<file path="src/rtl/instr_fetch_unit.sv">
// Instruction fetch responder: accepts one PC fetch at a time and returns the stored
// 32-bit word after a fixed latency, with flush cancellation and a loadable store.
module instr_fetch_unit #(
    parameter int unsigned DEPTH_LOG2 = 6,
    parameter int unsigned LATENCY    = 2,
    parameter logic [31:0] BASE_ADDR  = 32'h0
) (
    input  logic                  clk,
    input  logic                  rst_n,
    input  logic                  req_valid,
    output logic                  req_ready,
    input  logic [31:0]           req_addr,
    input  logic                  flush,
    output logic                  resp_valid,
    input  logic                  resp_ready,
    output logic [31:0]           resp_instr,
    output logic [31:0]           resp_addr,
    output logic                  resp_err,
    input  logic                  load_en,
    input  logic [DEPTH_LOG2-1:0] load_addr,
    input  logic [31:0]           load_data
);

    localparam int unsigned DEPTH = 1 << DEPTH_LOG2;
    localparam int unsigned CNT_W = 4;

    localparam logic [1:0] IDLE = 2'd0;
    localparam logic [1:0] WAIT = 2'd1;
    localparam logic [1:0] RESP = 2'd2;

    logic [1:0]            state_q, state_d;
    logic [CNT_W-1:0]      cnt_q, cnt_d;
    logic [31:0]           addr_q, addr_d;
    logic                  valid_d;
    logic [31:0]           instr_d;
    logic [31:0]           raddr_d;
    logic                  err_d;

    logic [31:0]           mem [DEPTH];
    logic [31:0]           offset;
    logic [DEPTH_LOG2-1:0] word_idx;
    logic                  fetch_err;

    // Byte offset from the store base; negative offsets wrap to huge values and fail the range test.
    assign offset    = addr_q - BASE_ADDR;
    assign word_idx  = offset[DEPTH_LOG2+1:2];
    assign fetch_err = (addr_q[1:0] != 2'b00) || (offset[31:DEPTH_LOG2+2] != '0);

    // Held low during reset so a waiting PC never sees a ready it cannot use.
    assign req_ready = rst_n && (state_q == IDLE) && !flush;

    // Store write port: no reset, contents survive across resets.
    always_ff @(posedge clk) begin
        if (load_en) begin
            mem[load_addr] <= load_data;
        end
    end

    always_ff @(posedge clk or negedge rst_n) begin
        if (!rst_n) begin
            state_q    <= IDLE;
            cnt_q      <= '0;
            addr_q     <= '0;
            resp_valid <= 1'b0;
            resp_instr <= '0;
            resp_addr  <= '0;
            resp_err   <= 1'b0;
        end else begin
            state_q    <= state_d;
            cnt_q      <= cnt_d;
            addr_q     <= addr_d;
            resp_valid <= valid_d;
            resp_instr <= instr_d;
            resp_addr  <= raddr_d;
            resp_err   <= err_d;
        end
    end

    // Next-state and response capture; flush overrides both countdown and handshake.
    always_comb begin
        state_d = state_q;
        cnt_d   = cnt_q;
        addr_d  = addr_q;
        valid_d = resp_valid;
        instr_d = resp_instr;
        raddr_d = resp_addr;
        err_d   = resp_err;
        case (state_q)
            IDLE: begin
                if (req_valid && req_ready) begin
                    state_d = WAIT;
                    addr_d  = req_addr;
                    cnt_d   = CNT_W'(LATENCY - 1);
                end
            end
            WAIT: begin
                if (flush) begin
                    state_d = IDLE;
                end else if (cnt_q != '0) begin
                    cnt_d = cnt_q - CNT_W'(1);
                end else begin
                    // Store read sees the pre-edge contents, so a same-edge load is not forwarded.
                    state_d = RESP;
                    valid_d = 1'b1;
                    raddr_d = addr_q;
                    err_d   = fetch_err;
                    instr_d = fetch_err ? 32'h0 : mem[word_idx];
                end
            end
            RESP: begin
                if (flush || resp_ready) begin
                    state_d = IDLE;
                    valid_d = 1'b0;
                end
            end
            default: begin
                state_d = IDLE;
                valid_d = 1'b0;
            end
        endcase
    end

endmodule
</file>
<file path="config.mk">
export PLATFORM = sky130hd
export DESIGN_NAME = instr_fetch_unit
export DESIGN_NICKNAME = d
export VERILOG_FILES = /design/src/rtl/instr_fetch_unit.sv
export SDC_FILE = /design/constraint.sdc
export NUM_CORES = 2
export LEC_CHECK = 0
export BUFFER_PORTS_ARGS = -buffer_cell sky130_fd_sc_hd__buf_2
export CAP_MARGIN = 40
export CELL_PAD_IN_SITES_DETAIL_PLACEMENT = 0
export CELL_PAD_IN_SITES_GLOBAL_PLACEMENT = 1
export CORE_MARGIN = 2
export CORE_UTILIZATION = 30
export DETAILED_ROUTE_END_ITERATION = 7
export PLACE_DENSITY = 0.56
export SETUP_SLACK_MARGIN = 0.15
export SYNTH_ARGS = -nofsm -noshare
export SYNTH_HDL_FRONTEND = slang
export SYNTH_SLANG_ARGS = --single-unit
</file>
<file path="constraint.sdc">
create_clock -name clk -period 2.6 [get_ports clk]
set_input_delay 0.13 -clock clk [delete_from_list [all_inputs] [get_ports clk]]
set_output_delay 0.13 -clock clk [all_outputs]
set_load 0.005 [all_outputs]
</file>
======== After elaboration in Yosys (flattened, before gate mapping) ========
Memories as Yosys holds them, arrays and structs flattened.
Cells that the tools add are included.
cells by class
  eq/ne operators ......................... 8
  bitwise gates (word level) .............. 3
  add/sub/neg operators ................... 1
  multiplexer cells ....................... 16
  reductions and logical operators ........ 16
operators with widths
  operator               count
  $mux W32               1
  $reduce_bool A24 Y1    1
  $mux W4                3
  $mux W2                4
  $ne A2 B2 Y1 const B   4
  $pmux W4 S2            1
  $reduce_and A4 Y1      2
  $pmux W2 S3            1
  $reduce_and A3 Y1      2
  $mux W1                5
  $reduce_bool A2 Y1     2
  $reduce_bool A4 Y1     1
  $sub A4 B1 Y4 const B  1
  $logic_and A1 B1 Y1    3
  $ne A3 B3 Y1 const B   1
  $not A1 Y1             3
  $pmux W1 S3            1
  $eq A2 B1 Y1 const B   1
  $eq A2 B2 Y1 const B   1
  $logic_not A2 Y1       1
  $logic_or A1 B1 Y1     2
  $ne A2 B1 Y1 const B   1
  $reduce_and A2 Y1      1
  $logic_not A1 Y1       1
storage, ports and cells
  input bits .............................. 76
  word-level logic and storage cells ...... 52
  output and inout bits ................... 67
  bits in registers ....................... 104
  memory bits (writable) .................. 2048
  memories ................................ 1
memories
  memory  words  width  rd ports  clocked after Yosys merged registers in  write ports  RTL line  text
  mem     64     32     1         0                                        1            39        logic [31:0] mem [DEPTH];

======== Depth between registers and ports, before layout ========
  depth in word-level cells ............... 6
  mapped depth ............................ 11
  gate-level depth less buffers ........... 7

======== Least setup slack after synthesis ========
Ideal clock, no wire load.
  path kind ............................... in2reg
  from .................................... in load_addr[5]
  to ...................................... mem mem[39][0] (enable)
  library setup time ...................... 0.421 ns
  data arrival time ....................... 2.328 ns
  path slack .............................. -0.149 ns
  data required time ...................... 2.179 ns
  stages on the path ...................... 4
  path buffers ............................ 2
  cell sequence ........................... clkbuf_1 > or3b_2 > clkbuf_1 > nor2_1
RTL lines
  item                RTL line  text
  start: declaration  20        input logic [DEPTH_LOG2-1:0] load_addr,
  end: declaration    39
Straight into the memory's write port.

======== Final worst setup path ========
  from .................................... reg addr_q[2]
  to ...................................... reg resp_instr[19]
on the way
  cells in the longest elaborated chain, start to end .. 2
RTL lines
  item                      RTL line  text
  start: declaration        33        logic [31:0] addr_q, addr_d;
  start signal: assignment  71        addr_q <= addr_d;
  $mem_v2 Z64 W32           -
  $mux W32                  107       instr_d = fetch_err ? 32'h0 : mem[word_idx];
  end signal: assignment    73        resp_instr <= instr_d;
  end: declaration          16        output logic [31:0] resp_instr,
No other way between the ends.
A chain may end at the register's enable or synchronous reset.

==> summary by stage <==
Outcome
The flow ran to the end, but the final reports show violations. The checks that failed: setup timing.

Global route
Entering global routing, the biggest net connects 105 pins. The remaining global-route overflow is 0. The total global routing track utilization is 18.6%. The first global-routing pass estimated 362 mm of wire.

The number of antenna violations at the first check in global routing is 15. The number of global-route vias before repair is 44,248.

Clocking
The count of H-tree levels built during CTS is 4. The number of clock buffers added by TritonCTS is 219. The TritonCTS sink count is 2,152.

CTS placed an instance of clkbuf_16 at the clock tree root. No sink is reached through more buffers than the 3 on the longest clock path. The clock tree from TritonCTS is done.

Clock-pin slew was measured on the worst setup and hold paths at 0.06 ns. The clock reaches the later pin of the worst-skew pair after 0.86 ns.

Layout
The number of nets in the layout is 4,665. The number of fillers in the final layout is 24,919. The total non-filler cell area in the finished layout is 103,000 um^2. For this run, the number of standard cells in the final layout without fillers is 8,468. In the final layout, the share of cells above drive strength 1 is 37.1%.

Cells fill 37.5% of the core in the end. From synthesis to final layout, the design area changed by 24.2%.

STA
Measured against its own limit, the worst slew margin works out to 39.1%. The final setup violation count is 5. The accumulated negative setup slack is -0.302 ns. Clock skew on the completed layout was measured at 0.0369 ns. The final clock period utilization by the worst path is 103%.

Hold timing on the final database bottoms out at a slack of 0.0732 ns. The number of max-slew violations in the final report is 0. After layout, the worst setup slack is -0.0806 ns. The final count of hold timing violations is 0. For the pin with the worst max-slew slack, the measured transition is 0.914 ns. Setup repair after global routing could not meet its margin everywhere. The worst path in the final design needs a cycle of 2.68 ns, including I/O delays and setup. The maximum achievable frequency is 0.373 GHz.

Detailed routing
In this run, the number of DRC markers left after iteration 0 of detailed routing was 5,343. The routed via count is 43,911. For this run, design rule violations remaining after detail routing come to 0. The via count normalized by instance count is 5.19. For this block, the routed nets add up to 263 mm of wire. The number of antenna-violating nets in the routed design is 0.

The first TritonRoute pass finished after 6 iterations. In the final routed layout, each cell accounts on average for 31.1 um.

Worst setup path
The biggest fanout along the worst timing path is 5. The type of element capturing the critical path is a flop. The reg-to-reg endpoint is resp_instr[19]. The worst register-to-register path begins at addr_q[2].

The data arrival time of the critical path is 3.41 ns. Measured in cells, the most critical reg-to-reg path has a length of 8. The endpoint of the most critical setup path is resp_instr[19]. The timing startpoint of the critical path is addr_q[2].

STA classifies the critical path startpoint as a flop. The critical path in this run is classified as flop to flop. STA puts the critical path data required time at 3.33 ns.

The setup check on the worst reg-to-reg path leaves a slack of -0.08 ns.

Power
In this run the static leakage power is 33.5 nW. The power per standard cell area is 896 nW/um^2. The total chip power is 92.1 mW.

The maximum VDD drop is 0.783 mV.

Floorplan
The I/O pin count is 143. The vertical die dimension is 529 um. The full die area is 280,000 um^2. The region available for standard cell placement spans 274,000 um^2. The overall die width is 529 um. The total number of placement rows is 192.

For this configuration, the core starts out at a cell density of 30.2%.

Logic synthesis
The post-synthesis instance area is 82,800 um^2. The share of the Yosys chip area taken by registers is 77.4%. The synthesized design contains 2,048 enable-type register cells. Each instance of the synthesized netlist takes up on average 21.8 um^2. The flip-flop cell with the highest count after synthesis is edfxtp_1. After synthesis, the cell types taking the most area are edfxtp_1, mux4_2, dfrtp_1, mux2i_1, mux2_2. The total nets after synthesis is 3,874.

The synthesized design devotes to its leading area cell type 74.3% of total area. For this run, asynchronously set or reset flops after synthesis account for 4.83%. The flop and latch count out of synthesis is 2,152.

During synthesis, Yosys emitted a total of 0 warnings. The cell count after synthesis is 3,797. The synthesized design spends more area on one cell type than any other, namely edfxtp_1. Counting distinct cell types in the post-synthesis netlist gives 67.

Placement
The cell count after placement is 7,883. The detailed-placement wirelength estimate is 158 mm. Input and output buffers added on the ports amount to 142. At the end of routability-driven placement, the weighted congestion stood at 0.779. Timing analysis after detailed placement gives a worst setup slack of -0.325 ns. The post-placement cell area is 92,700 um^2.

Min path
In this run the worst hold path is classified as input port to flop.

Flow run
The max-cap check violation count is 0.
## area by class of cell
class | count | area [um^2] | share of cell area (%)
clock buffer | 310 | 6110 | 5.94
inverter | 13 | 56.3 | 0.0548
tap | 3686 | 4610 | 4.49
timing repair buffer | 775 | 8320 | 8.09
antenna | 5 | 12.5 | 0.0122
clock inverter | 100 | 927 | 0.902
sequential | 2152 | 64100 | 62.4
multi-input combinational | 1427 | 18700 | 18.1
## power breakdown
part	switching [mW]	total [mW]	internal, mW
clock network	13.3	31.0	17.6
logic	11.2	22.0	10.8
registers	0.513	39.1	38.6
total	25.1	92.1	67.0
## cells in the mapped netlist, types with 4 or more instances
master and number:
nand3_1 27, a221oi_1 22, buf_4 20, o32ai_1 6, o22ai_1 28, o221ai_1 6
a2bb2oi_1 5, a2111oi_0 16, clkbuf_1 59, nor2_1 112, or2_2 6, dfrtp_1 104
o211ai_1 15, clkinv_1 5, o31ai_1 11, buf_6 31, o2111ai_1 8, buf_2 73
a211oi_1 15, nand2b_1 7, edfxtp_1 2048, o41ai_1 6, nor3_1 8, a22oi_1 15
mux2i_1 147, mux4_2 498, a21oi_1 36, nor4_1 10, inv_1 7, and2_1 9
a32oi_1 5, nand4_1 5, o21ai_1 12, buf_1 16, nor2b_1 25, mux2_2 73
nand2_1 203, a221o_1 10, o21ai_0 38, nand3b_1 4
## repair_timing
item / CTS / global route
pin swaps: 37 / 51
cloned: 14 / 3
endpoints found under the setup margin: 32 / 34
endpoints found under the hold margin: 1601 / 0
hold buffers: 82 / 0
setup buffers: 52 / 20
resized for setup: 175 / 85
## layer usage
| metal | track usage (%) | part of all wire [%] | vias to the layer above |
|---|---|---|---|
| met3 | 3.22 | 7.5 | 309 |
| li1 | - | - | 17519 |
| met5 | 0 | 0.015 | - |
| met1 | 25.7 | 42 | 24207 |
| met4 | 3.96 | 2.0 | 6 |
| met2 | 30.6 | 49 | 1870 |
## placed cells by master, fill, tap and decap left out, types with 7 or more instances in the layout
master         Yosys  routed
edfxtp_1        2048    2048
mux4_2           498     498
buf_4             20     332
clkbuf_16          0     227
nand2_1          203     192
buf_12             3     150
buf_2             73     141
mux2i_1          147     134
dfrtp_1          104      98
dlygate4sd3_1      0      81
mux2_2            73      73
nor2_4             0      70
clkbuf_1          59      68
clkinv_1           5      43
nor2_1           112      38
a21oi_1           36      33
clkinv_2           0      32
buf_6             31      31
nor2b_1           25      23
nand3_1           27      22
o21ai_1           12      22
buf_16             0      22
o22ai_1           28      20
a221oi_1          22      19
o21ai_0           38      19
clkbuf_8           0      18
o211ai_1          15      15
bufinv_16          0      13
buf_8              3      12
a211oi_1          15      11
nand2_2            0      10
a22oi_1           15      10
mux2i_2            0      10
a221o_1           10      10
o21ai_2            0       9
and2_1             9       9
o31ai_1           11       8
nor4_1            10       7
clkinv_8           0       7
## how the worst min path moves through the flow
| stage | slack, ns | cells after the start | from | endpoint |
|---|---|---|---|---|
| 2_1_floorplan | -0.17 | 0 | rst_n | addr_q[0] |
| 3_3_place_gp | 0.33 | 2 | req_valid | cnt_q[3] |
| 3_5_place_dp | 0.33 | 2 | req_valid | cnt_q[3] |
| 4_1_cts | 0.002 | 3 | req_addr[24] | addr_q[24] |
| 5_1_grt | 0.02 | 3 | req_addr[31] | addr_q[31] |
| 6_report | 0.07 | 3 | req_addr[19] | addr_q[19] |
## state kept, by name, indices dropped and copies added (netlist names)
signal      flops
mem          2048
resp_err        1
addr_q         32
resp_instr     32
resp_valid      1
resp_addr      32
cnt_q           4
state_q         2
## kinds of logic (layout without fill, tap and decap cells)
logic type      Yosys count  count (layout)  share of synthesized area [%]
other cells               0               5                              0
flops                  2152            2152                           77.4
simple gates            433             433                           2.31
mux                     718             718                           16.3
xor+xnor                  1               1                         0.0106
compound gates          274             274                           2.36
fa+ha+maj                 1               1                         0.0151
buf+inv                 218            1198                           1.57
## critical path, cell delays in order, from the launching register on
cell and delay [ns]:
dfrtp_4 0.48, buf_4 0.16, buf_12 0.15, bufbuf_16 0.28, mux4_2 0.55, mux4_2 0.52, o21ai_2 0.16, buf_6 0.15
o211ai_1 0.09
No activity file was read; power rests on OpenSTA's default activity.
